## config.mk

```make
export PLATFORM = sky130hd
export DESIGN_NAME = tqvp_vga_capture
export DESIGN_NICKNAME = d
export VERILOG_FILES = /design/src/rtl/tqvp_vga_capture.sv
export SDC_FILE = /design/constraint.sdc
export NUM_CORES = 1
export LEC_CHECK = 0
export ABC_CLOCK_PERIOD_IN_PS = 12200
export BUFFER_PORTS_ARGS = -buffer_cell sky130_fd_sc_hd__buf_2
export CAP_MARGIN = 20
export CORE_MARGIN = 4
export CORE_UTILIZATION = 28
export DETAILED_ROUTE_END_ITERATION = 16
export PLACE_DENSITY = 0.53
export SYNTH_ARGS = -nofsm -noshare
export SYNTH_HDL_FRONTEND = slang
export SYNTH_SLANG_ARGS = --single-unit
```

## constraint.sdc

```tcl
create_clock -name clk -period 12.2 [get_ports clk]
set_input_delay 1.22 -clock clk [delete_from_list [all_inputs] [get_ports clk]]
set_output_delay 1.22 -clock clk [all_outputs]
set_load 0.02 [all_outputs]
```

## src/rtl/tqvp_vga_capture.sv

```systemverilog
// VGA loop-back capture peripheral: measures line period / lines per frame and grabs one 1-bit scanline.
// Latency: one clk pin-to-buffer; register reads are combinational; data_ready is tied high, never stalls.
module tqvp_vga_capture #(
    parameter int SAMPLE_COUNT = 256,
    parameter int CNT_W        = 16
) (
    input  logic        clk,
    input  logic        rst,
    input  logic        hsync_in,
    input  logic        vsync_in,
    input  logic [5:0]  rgb_in,
    input  logic [5:0]  address,
    input  logic [31:0] data_in,
    input  logic [1:0]  data_write_n,
    input  logic [1:0]  data_read_n,
    output logic [31:0] data_out,
    output logic        data_ready,
    output logic        user_interrupt
);
    localparam int IDX_W = $clog2(SAMPLE_COUNT);

    localparam logic [2:0] S_IDLE      = 3'd0;
    localparam logic [2:0] S_ARMED     = 3'd1;
    localparam logic [2:0] S_WAIT_LINE = 3'd2;
    localparam logic [2:0] S_WAIT_X    = 3'd3;
    localparam logic [2:0] S_SAMPLING  = 3'd4;
    localparam logic [2:0] S_DONE      = 3'd5;

    logic                    r_pol, r_irq_en;
    logic [10:0]             r_cap_y;
    logic [CNT_W-1:0]        r_cap_x;
    logic [7:0]              r_cap_step;
    logic [5:0]              r_cap_mask;
    logic                    r_hs_q, r_vs_q;
    logic [CNT_W-1:0]        r_h_cnt, r_h_period;
    logic                    r_locked;
    logic [10:0]             r_vline, r_v_lines;
    logic [2:0]              r_state;
    logic [7:0]              r_step;
    logic [IDX_W-1:0]        r_idx;
    logic                    r_done, r_ovr;
    logic [SAMPLE_COUNT-1:0] r_buf;

    logic             w_wr, w_arm, w_wr_status;
    logic             w_hs, w_vs, w_hs_edge, w_vs_edge;
    logic             w_h_max;
    logic [CNT_W-1:0] w_h_p1;
    logic [10:0]      w_vline_next, w_cap_y;
    logic             w_sample, w_take, w_ovr_evt, w_busy, w_last;
    logic             w_unused;

    assign w_wr        = (data_write_n != 2'b11);
    assign w_arm       = w_wr && (address == 6'h20) && data_in[0];
    assign w_wr_status = w_wr && (address == 6'h3C);

    assign w_hs      = hsync_in ^ ~r_pol;
    assign w_vs      = vsync_in ^ ~r_pol;
    assign w_hs_edge = w_hs & ~r_hs_q;
    assign w_vs_edge = w_vs & ~r_vs_q;

    assign w_h_max  = &r_h_cnt;
    assign w_h_p1   = w_h_max ? r_h_cnt : r_h_cnt + CNT_W'(1);
    assign w_cap_y  = (r_cap_y == 11'd0) ? 11'd1 : r_cap_y;
    assign w_sample = |(rgb_in & r_cap_mask);
    assign w_last   = (r_idx == IDX_W'(SAMPLE_COUNT - 1));
    assign w_busy   = r_state inside {S_ARMED, S_WAIT_LINE, S_WAIT_X, S_SAMPLING};

    assign data_ready     = 1'b1;
    assign user_interrupt = r_done & r_irq_en;
    assign w_unused       = ^{data_read_n, data_in};

    // vsync wins over a coincident hsync edge
    always_comb begin
        w_vline_next = r_vline;
        if (w_vs_edge)
            w_vline_next = 11'd0;
        else if (w_hs_edge && r_vline != 11'd2047)
            w_vline_next = r_vline + 11'd1;
    end

    // A missed sync edge aborts the capture and suppresses that cycle's sample
    always_comb begin
        w_take    = 1'b0;
        w_ovr_evt = 1'b0;
        case (r_state)
            S_WAIT_LINE: w_ovr_evt = w_vs_edge;
            S_WAIT_X: begin
                w_ovr_evt = w_hs_edge;
                w_take    = !w_hs_edge && (r_h_cnt == r_cap_x);
            end
            S_SAMPLING: begin
                w_ovr_evt = w_hs_edge;
                w_take    = !w_hs_edge && (r_step == r_cap_step);
            end
            default: ;
        endcase
    end

    always_ff @(posedge clk) begin
        if (rst) begin
            r_hs_q     <= 1'b0;
            r_vs_q     <= 1'b0;
            r_h_cnt    <= '0;
            r_h_period <= '0;
            r_locked   <= 1'b0;
            r_vline    <= 11'd0;
            r_v_lines  <= 11'd0;
        end else begin
            r_hs_q  <= w_hs;
            r_vs_q  <= w_vs;
            r_vline <= w_vline_next;
            if (w_vs_edge)
                r_v_lines <= r_vline;
            if (w_hs_edge) begin
                r_h_cnt    <= '0;
                r_h_period <= w_h_p1;
                r_locked   <= (w_h_p1 == r_h_period);
            end else if (w_h_max) begin
                r_h_period <= '1;
                r_locked   <= 1'b0;
            end else begin
                r_h_cnt <= r_h_cnt + CNT_W'(1);
            end
        end
    end

    always_ff @(posedge clk) begin
        if (rst) begin
            r_pol      <= 1'b0;
            r_irq_en   <= 1'b0;
            r_cap_y    <= 11'd0;
            r_cap_x    <= '0;
            r_cap_step <= 8'd3;
            r_cap_mask <= 6'h3F;
            r_state    <= S_IDLE;
            r_step     <= 8'd0;
            r_idx      <= '0;
            r_done     <= 1'b0;
            r_ovr      <= 1'b0;
        end else begin
            if (w_wr) begin
                case (address)
                    6'h20: begin
                        r_pol    <= data_in[1];
                        r_irq_en <= data_in[2];
                    end
                    6'h24: r_cap_y    <= data_in[10:0];
                    6'h28: r_cap_x    <= data_in[CNT_W-1:0];
                    6'h2C: r_cap_step <= data_in[7:0];
                    6'h30: r_cap_mask <= data_in[5:0];
                    default: ;
                endcase
            end
            if (w_arm) begin
                r_state <= S_ARMED;
                r_done  <= 1'b0;
                r_ovr   <= 1'b0;
                r_idx   <= '0;
                r_step  <= 8'd0;
            end else begin
                if (w_wr_status && data_in[0]) r_done <= 1'b0;
                if (w_wr_status && data_in[3]) r_ovr  <= 1'b0;
                if (w_ovr_evt) begin
                    r_state <= S_DONE;
                    r_done  <= 1'b1;
                    r_ovr   <= 1'b1;
                end else begin
                    case (r_state)
                        S_ARMED:
                            if (w_vs_edge) r_state <= S_WAIT_LINE;
                        S_WAIT_LINE:
                            if (w_hs_edge && w_vline_next == w_cap_y) r_state <= S_WAIT_X;
                        S_WAIT_X:
                            if (w_take) begin
                                r_state <= S_SAMPLING;
                                r_step  <= 8'd0;
                                r_idx   <= r_idx + IDX_W'(1);
                            end
                        S_SAMPLING:
                            if (w_take) begin
                                r_step <= 8'd0;
                                r_idx  <= r_idx + IDX_W'(1);
                                if (w_last) begin
                                    r_state <= S_DONE;
                                    r_done  <= 1'b1;
                                end
                            end else begin
                                r_step <= r_step + 8'd1;
                            end
                        default: ;
                    endcase
                end
            end
        end
    end

    // Capture buffer has no reset; contents are only meaningful after a capture
    always_ff @(posedge clk) begin
        if (!rst && w_take)
            r_buf[r_idx] <= w_sample;
    end

    always_comb begin
        data_out = 32'd0;
        if (!address[5]) begin
            if (address[1:0] == 2'b00)
                data_out = r_buf[{address[4:2], 5'd0} +: 32];
        end else begin
            case (address)
                6'h20: data_out = {29'd0, r_irq_en, r_pol, 1'b0};
                6'h24: data_out = {21'd0, r_cap_y};
                6'h28: data_out = {{(32-CNT_W){1'b0}}, r_cap_x};
                6'h2C: data_out = {24'd0, r_cap_step};
                6'h30: data_out = {26'd0, r_cap_mask};
                6'h34: data_out = {{(32-CNT_W){1'b0}}, r_h_period};
                6'h38: data_out = {21'd0, r_v_lines};
                6'h3C: data_out = {28'd0, r_ovr, r_locked, w_busy, r_done};
                default: data_out = 32'd0;
            endcase
        end
    end
endmodule

```

# After elaboration in Yosys (flattened, before gate mapping)
# Cells that the tools add are included.
[word_totals]
out_inout_bits = 34
reg_bits = 377
elab_cells = 143
input_bits = 52
[classes]
n_eq_ne = 34
bitwise = 10
n_lt_le_gt_ge = 2
n_shift = 1
reduce_logical = 37
n_addsub = 4
muxes = 34
[ops]
columns = ["operator", "count"]
rows = [
  ["$bwmux 256", 1],
  ["$shiftx 256x9->32", 1],
  ["$pmux 16 s8", 1],
  ["$mux 32", 2],
  ["$eq 6x6->1 const B", 8],
  ["$mux 16", 3],
  ["$mux 11", 3],
  ["$eq 16x16->1", 2],
  ["$mux 3", 6],
  ["$reduce_and 6->1", 3],
  ["$add 16x1->16 const B", 1],
  ["$add 8x1->8 const B", 2],
  ["$mux 8", 2],
  ["$ne 4x4->1 const B", 4],
  ["$pmux 8 s2", 1],
  ["$reduce_and 16->1", 1],
  ["$ne 3x3->1 const B", 4],
  ["$pmux 3 s4", 1],
  ["$add 11x1->11 const B", 1],
  ["$eq 11x11->1", 1],
  ["$logic_and 1x1->1", 11],
  ["$logic_not 11->1", 1],
  ["$mux 1", 11],
  ["$ne 11x11->1 const B", 1],
  ["other kinds (28)", 50],
]

# Logic depth before layout (Yosys ltp)
[depth]
word_depth = 12
ltp_mapped = 11
ltp_nobuf = 9

# Worst setup path before layout
# Ideal clock, no wire load.
[synth_timing]
kind = "input to register"
from = "input port rgb_in[2]"
to = "register r_buf[0] (data pin)"
arrival_ps = 4512
setup_ps = 1516
required_time_ps = 10684
cell_stages = 2
path_buffers = 0
slack_ps = 6172
cell_sequence = "a22oi_1 -> nand3_1"
[synth_between]
elab_chain_len = 3
[synth_lines]
columns = ["item", "line_no", "source"]
rows = [
  ["start, declared", "11", "input logic [5:0] rgb_in,"],
  ["$and 6x6->6", "64", "assign w_sample = |(rgb_in & r_cap_mask);"],
  ["$reduce_or 6->1", "64", ""],
  ["net w_sample", "49", "logic w_sample, w_take, w_ovr_evt, w_busy, w_last;"],
  ["$bwmux 256", "200", "r_buf[r_idx] <= w_sample;"],
  ["end signal, assigned by index", "200", ""],
  ["end, declared", "42", "logic [SAMPLE_COUNT-1:0] r_buf;"],
]
# The timed path passes the listed nets, and every way through them passes these cells.
# A chain may end at the register's enable or synchronous reset.

# Final worst setup path
[layout_timing]
from = "input port address[3]"
to = "output port data_out[10]"
[layout_between]
elab_chain_len = 3
word_cells_on_any_way = 12
cone_classes = "8 x eq/ne; 1 x shift; 3 x mux"
[layout_lines]
columns = ["item", "line_no", "source"]
rows = [
  ["start, declared", "12", "input logic [5:0] address,"],
  ["$shiftx 256x9->32 / $eq 6x6->1 (equally long branches)", "207, 209", ""],
  ["$mux 32 / $pmux 16 s8 (equally long branches)", "206, 209", ""],
  ["$mux 32 (*)", "205", "if (!address[5]) begin"],
  ["end, declared", "16", "output logic [31:0] data_out,"],
]
# Every way passes the cells marked *; elsewhere a longest branch is shown, timed or not.

==> report_table.html <==
<table>
<tr><th>Metric</th><th>Value</th></tr>
<tr><th colspan="2">Outcome</th></tr>
<tr><td>Result of the run</td><td>complete, no violations</td></tr>
<tr><th colspan="2">Die</th></tr>
<tr><td>CORE AREA</td><td>62100 sq um</td></tr>
<tr><td>Io pins</td><td>86</td></tr>
<tr><td>Total number of placement rows</td><td>91</td></tr>
<tr><td>Die Y</td><td>259 microns</td></tr>
<tr><td>Effective utilization at floorplan</td><td>28.5%</td></tr>
<tr><td>Die width</td><td>259 microns</td></tr>
<tr><td>Area of the die</td><td>67200 sq um</td></tr>
<tr><th colspan="2">Power and ir drop</th></tr>
<tr><td>Net Sw Frac</td><td>23.0%</td></tr>
<tr><td>Combinational share of power</td><td>6.6%</td></tr>
<tr><td>Worst-case vdd ir drop</td><td>0.0971 mV</td></tr>
<tr><td>Power share of the clock group</td><td>43.5%</td></tr>
<tr><td>Total net switching power</td><td>637 uW</td></tr>
<tr><td>Sequential Power Share</td><td>49.9%</td></tr>
<tr><td>Static Leak</td><td>0.00590 uW</td></tr>
<tr><td>Total power density per cell area</td><td>139 nW/um^2</td></tr>
<tr><td>Internal Pwr Total</td><td>2130 uW</td></tr>
<tr><th colspan="2">Yosys</th></tr>
<tr><td>Warnings from Yosys</td><td>0</td></tr>
<tr><td>Asr flop ratio synth</td><td>0%</td></tr>
<tr><td>Leading cell types by total area after synthesis</td><td>edfxtp_1 44%, dfxtp_1 14%, mux4_2 8.2%</td></tr>
<tr><td>Distinct cell type count of the synthesized netlist</td><td>76</td></tr>
<tr><td>Number of standard cells after synthesis</td><td>1569</td></tr>
<tr><td>Share of the synthesized area in the top cell type</td><td>43.5%</td></tr>
<tr><td>Sequential-to-total area share from yosys stat</td><td>57.2%</td></tr>
<tr><td>Number of flip-flops and latches in the synthesized netlist</td><td>377</td></tr>
<tr><td>Synthesized area divided by synthesized cell count</td><td>11.3 sq um</td></tr>
<tr><td>Cell area after technology mapping</td><td>17700 sq um</td></tr>
<tr><td>Most used flip-flop cell after synthesis</td><td>edfxtp_1</td></tr>
<tr><td>Nets in the synthesized netlist</td><td>1628</td></tr>
<tr><td>Area leader, netlist</td><td>edfxtp_1</td></tr>
<tr><td>Count of flip-flops with a built-in enable after synthesis</td><td>256</td></tr>
<tr><th colspan="2">Worst setup path</th></tr>
<tr><td>Type of the setup path with the least slack</td><td>in2out</td></tr>
<tr><td>Largest stage delay, worst path</td><td>0.83 ns</td></tr>
<tr><td>Crit path capture type</td><td>output pin</td></tr>
<tr><td>Slowest stage cell, crit path</td><td>buf_4</td></tr>
<tr><td>Data arrival time of the critical path</td><td>4.22 ns</td></tr>
<tr><td>Startpoint type of the worst setup path</td><td>input pin</td></tr>
<tr><td>Required time of the critical path</td><td>10.98 ns</td></tr>
<tr><td>Maximum fanout along the worst path</td><td>66</td></tr>
<tr><td>Cell-by-cell trace of the critical path</td><td>buf_4 -&gt; buf_4 -&gt; nor2_1 -&gt; and2_0 -&gt; a22o_1 -&gt; nor2_1 -&gt; o21ai_0 -&gt; buf_2</td></tr>
<tr><td>Buffers &amp; Inverters on Critical Path</td><td>3</td></tr>
<tr><td>Top Family by Delay on Critical Path</td><td>buffers and inverters</td></tr>
<tr><th colspan="2">Global route</th></tr>
<tr><td>Largest net degree at the start of global routing</td><td>134</td></tr>
<tr><td>Wire length of the first global-routing pass</td><td>72200 microns</td></tr>
<tr><td>Aggregate global routing overflow</td><td>0</td></tr>
<tr><td>Number of global-route vias before repair</td><td>12019</td></tr>
<tr><td>Overall track demand over capacity in global routing</td><td>13.7%</td></tr>
<tr><td>Number of antenna violations at the first check in global routing</td><td>1</td></tr>
<tr><th colspan="2">Clock network</th></tr>
<tr><td>Clk sink count</td><td>377</td></tr>
<tr><td>Insertion delay of the later-clocked pin in the worst-skew pair</td><td>0.55 ns</td></tr>
<tr><td>Clock transition at the registers of the reported paths</td><td>0.06 ns</td></tr>
<tr><td>CTS tree</td><td>done</td></tr>
<tr><td>Maximum level of the CTS H-tree</td><td>2</td></tr>
<tr><td>Post-CTS sizing</td><td>0</td></tr>
<tr><td>Clock root buffer</td><td>clkbuf_16</td></tr>
<tr><td>Maximum root-to-sink buffer count</td><td>3</td></tr>
<tr><td>Post-CTS Setup Repair Bufs</td><td>0</td></tr>
<tr><td>Hold-fix buffer count after cts</td><td>0</td></tr>
<tr><td>Number of CTS-inserted buffers</td><td>39</td></tr>
<tr><th colspan="2">Run</th></tr>
<tr><td>Count of maximum capacitance violations</td><td>0</td></tr>
<tr><th colspan="2">Layout</th></tr>
<tr><td>Leading cell types in the layout, fill and taps excluded</td><td>370 x nor2_1, 256 x edfxtp_1, 130 x nand2_1, 121 x dfxtp_1</td></tr>
<tr><td>Final layout net count</td><td>1640</td></tr>
<tr><td>Fraction of layout cells with a size suffix above 1</td><td>14.5%</td></tr>
<tr><td>Design area</td><td>20000 sq um</td></tr>
<tr><td>Most frequent standard cell in the layout excluding fill and tap cells</td><td>nor2_1</td></tr>
<tr><td>Growth of design area from synthesis to finish</td><td>13.1%</td></tr>
<tr><td>Diodes inserted</td><td>0</td></tr>
<tr><th colspan="2">Route</th></tr>
<tr><td>First-pass iteration count of the detailed router</td><td>5</td></tr>
<tr><td>Post-route ant nets</td><td>0</td></tr>
<tr><td>Starting DRT DRC Count</td><td>1156</td></tr>
<tr><td>Detailed-route wire length</td><td>47400 microns</td></tr>
<tr><td>Avg WL per Cell</td><td>19.4 microns</td></tr>
<tr><td>Number of vias after detailed routing</td><td>12222</td></tr>
<tr><td>Number of vias per cell</td><td>4.99</td></tr>
<tr><td># DRC</td><td>0</td></tr>
<tr><th colspan="2">Hold path</th></tr>
<tr><td>Class of the tightest hold or removal check</td><td>reg2reg</td></tr>
<tr><th colspan="2">STA</th></tr>
<tr><td>Fin. max-slew vios</td><td>0</td></tr>
<tr><td>Final clock period utilization by the worst path</td><td>44.6%</td></tr>
<tr><td>Slew @ Worst Pin</td><td>1.10 ns</td></tr>
<tr><td>Final count of hold timing violations</td><td>0</td></tr>
<tr><td>Setup total negative slack</td><td>0 ns</td></tr>
<tr><td>Setup repair after global routing missed its margin</td><td>false</td></tr>
<tr><td>Layout Skew</td><td>0.0222 ns</td></tr>
<tr><td>Max Clk Rate</td><td>184 MHz</td></tr>
<tr><td>Setup violators final</td><td>0</td></tr>
<tr><td>Slew margin rel.</td><td>26.4%</td></tr>
<tr><td>Final critical delay including setup and external delays</td><td>5.44 ns</td></tr>
<tr><th colspan="2">Place</th></tr>
<tr><td>Input/output buffers</td><td>66</td></tr>
<tr><td>Placed wire-length estimate</td><td>30000 microns</td></tr>
<tr><td>Final weighted congestion in routability-driven placement</td><td>0.822</td></tr>
<tr><td>Area post-placement</td><td>18700 sq um</td></tr>
</table>
-- area by class of cell --
cell class	instances	area, sq um
Clock inverter	17	211
Sequential cell	377	10100
Clock buffer	54	1060
Inverter	12	45.0
Fill cell	6294	42100
Multi-Input combinational cell	1068	7030
Tap cell	837	1050
Timing Repair Buffer	83	483
-- kinds of logic (layout without fill, tap and decap cells) --
family                     count (synthesis)  after routing  share of synthesized area [%]
and+or+nand+nor                          688            688                           17.2
DFF                                      377            377                           57.2
AOI/OAI and AO/OA                        182            182                           7.02
buffers and inverters                    124            166                           3.12
muxes                                    116            116                           11.2
xor gates and xnor gates                  74             74                           3.75
adders and majority gates                  7              7                          0.496
other                                      1              1                         0.0212
-- power by group through the flow --
stage          sequential (uW)  combinational, uW  clock, uW
6_report                  1380                183       1200
4_1_cts                   1380                184       1240
3_5_place_dp              1410                184          0
5_1_grt                   1380                201       1290
2_1_floorplan             1400                135          0
3_3_place_gp              1410                182          0
-- path summary, 6_finish.rpt --
path	start	endpoint	slack [ns]	depth (start not counted)
setup reg to reg	r_h_cnt[10]	r_buf[217]	8.65	8
hold reg to reg	r_v_lines[1]	r_v_lines[1]	0.46	2
hold / removal	r_v_lines[1]	r_v_lines[1]	0.46	2
setup / recovery	address[3]	data_out[10]	6.76	8
-- layer usage --
metal	global-route usage (%)	vias up	share of wire (%)
met5	0	-	0
met4	2.68	0	1.6
met2	22.2	272	47
li1	-	5702	-
met1	19.7	6185	47
met3	2.05	63	4.5
-- state kept, by name, indices dropped and copies added (netlist names) --
name,cells
r_cap_step,8
r_irq_en,1
r_cap_x,16
r_h_cnt,16
r_hs_q,1
r_h_period,16
r_buf,256
r_ovr,1
r_v_lines,11
r_idx,8
r_cap_y,11
r_state,3
r_done,1
r_locked,1
r_pol,1
r_vs_q,1
r_cap_mask,6
r_vline,11
r_step,8
-- synthesized netlist by cell type (9+ instances only) --
| master | n |
|---|---|
| a211oi_1 | 15 |
| a21oi_1 | 62 |
| a221oi_1 | 10 |
| buf_1 | 15 |
| buf_2 | 11 |
| clkbuf_1 | 75 |
| dfxtp_1 | 121 |
| edfxtp_1 | 256 |
| inv_1 | 12 |
| mux2i_1 | 45 |
| mux4_2 | 64 |
| nand2_1 | 130 |
| nand2b_1 | 9 |
| nand3_1 | 57 |
| nand4_1 | 16 |
| nor2_1 | 372 |
| nor2b_1 | 15 |
| nor3_1 | 21 |
| nor4_1 | 14 |
| o21ai_0 | 24 |
| xnor2_1 | 33 |
| xor2_1 | 39 |
-- per-stage QoR --
stage / utilization, % / std cells / setup slack (ns) / total power, uW / hold WS, ns
2_1_floorplan: - / 1569 / 6.17 / 1530 / 0.434
3_3_place_gp: 30.1 / 2376 / 6.64 / 1590 / 0.449
3_5_place_dp: 30.1 / 2376 / 6.66 / 1590 / 0.453
4_1_cts: 32.2 / 2447 / 6.65 / 2800 / 0.462
5_1_grt: 32.2 / 2448 / 6.51 / 2870 / 0.480
6_report: 32.2 / 2448 / 6.76 / 2770 / 0.458
-- tightest hold or removal path, cell delays in order (launching register included) --
cell	delay, ns
dfxtp_1	0.31
nand2_1	0.05
a21oi_1	0.05
Note: power is estimated with default switching activity, not from simulation.
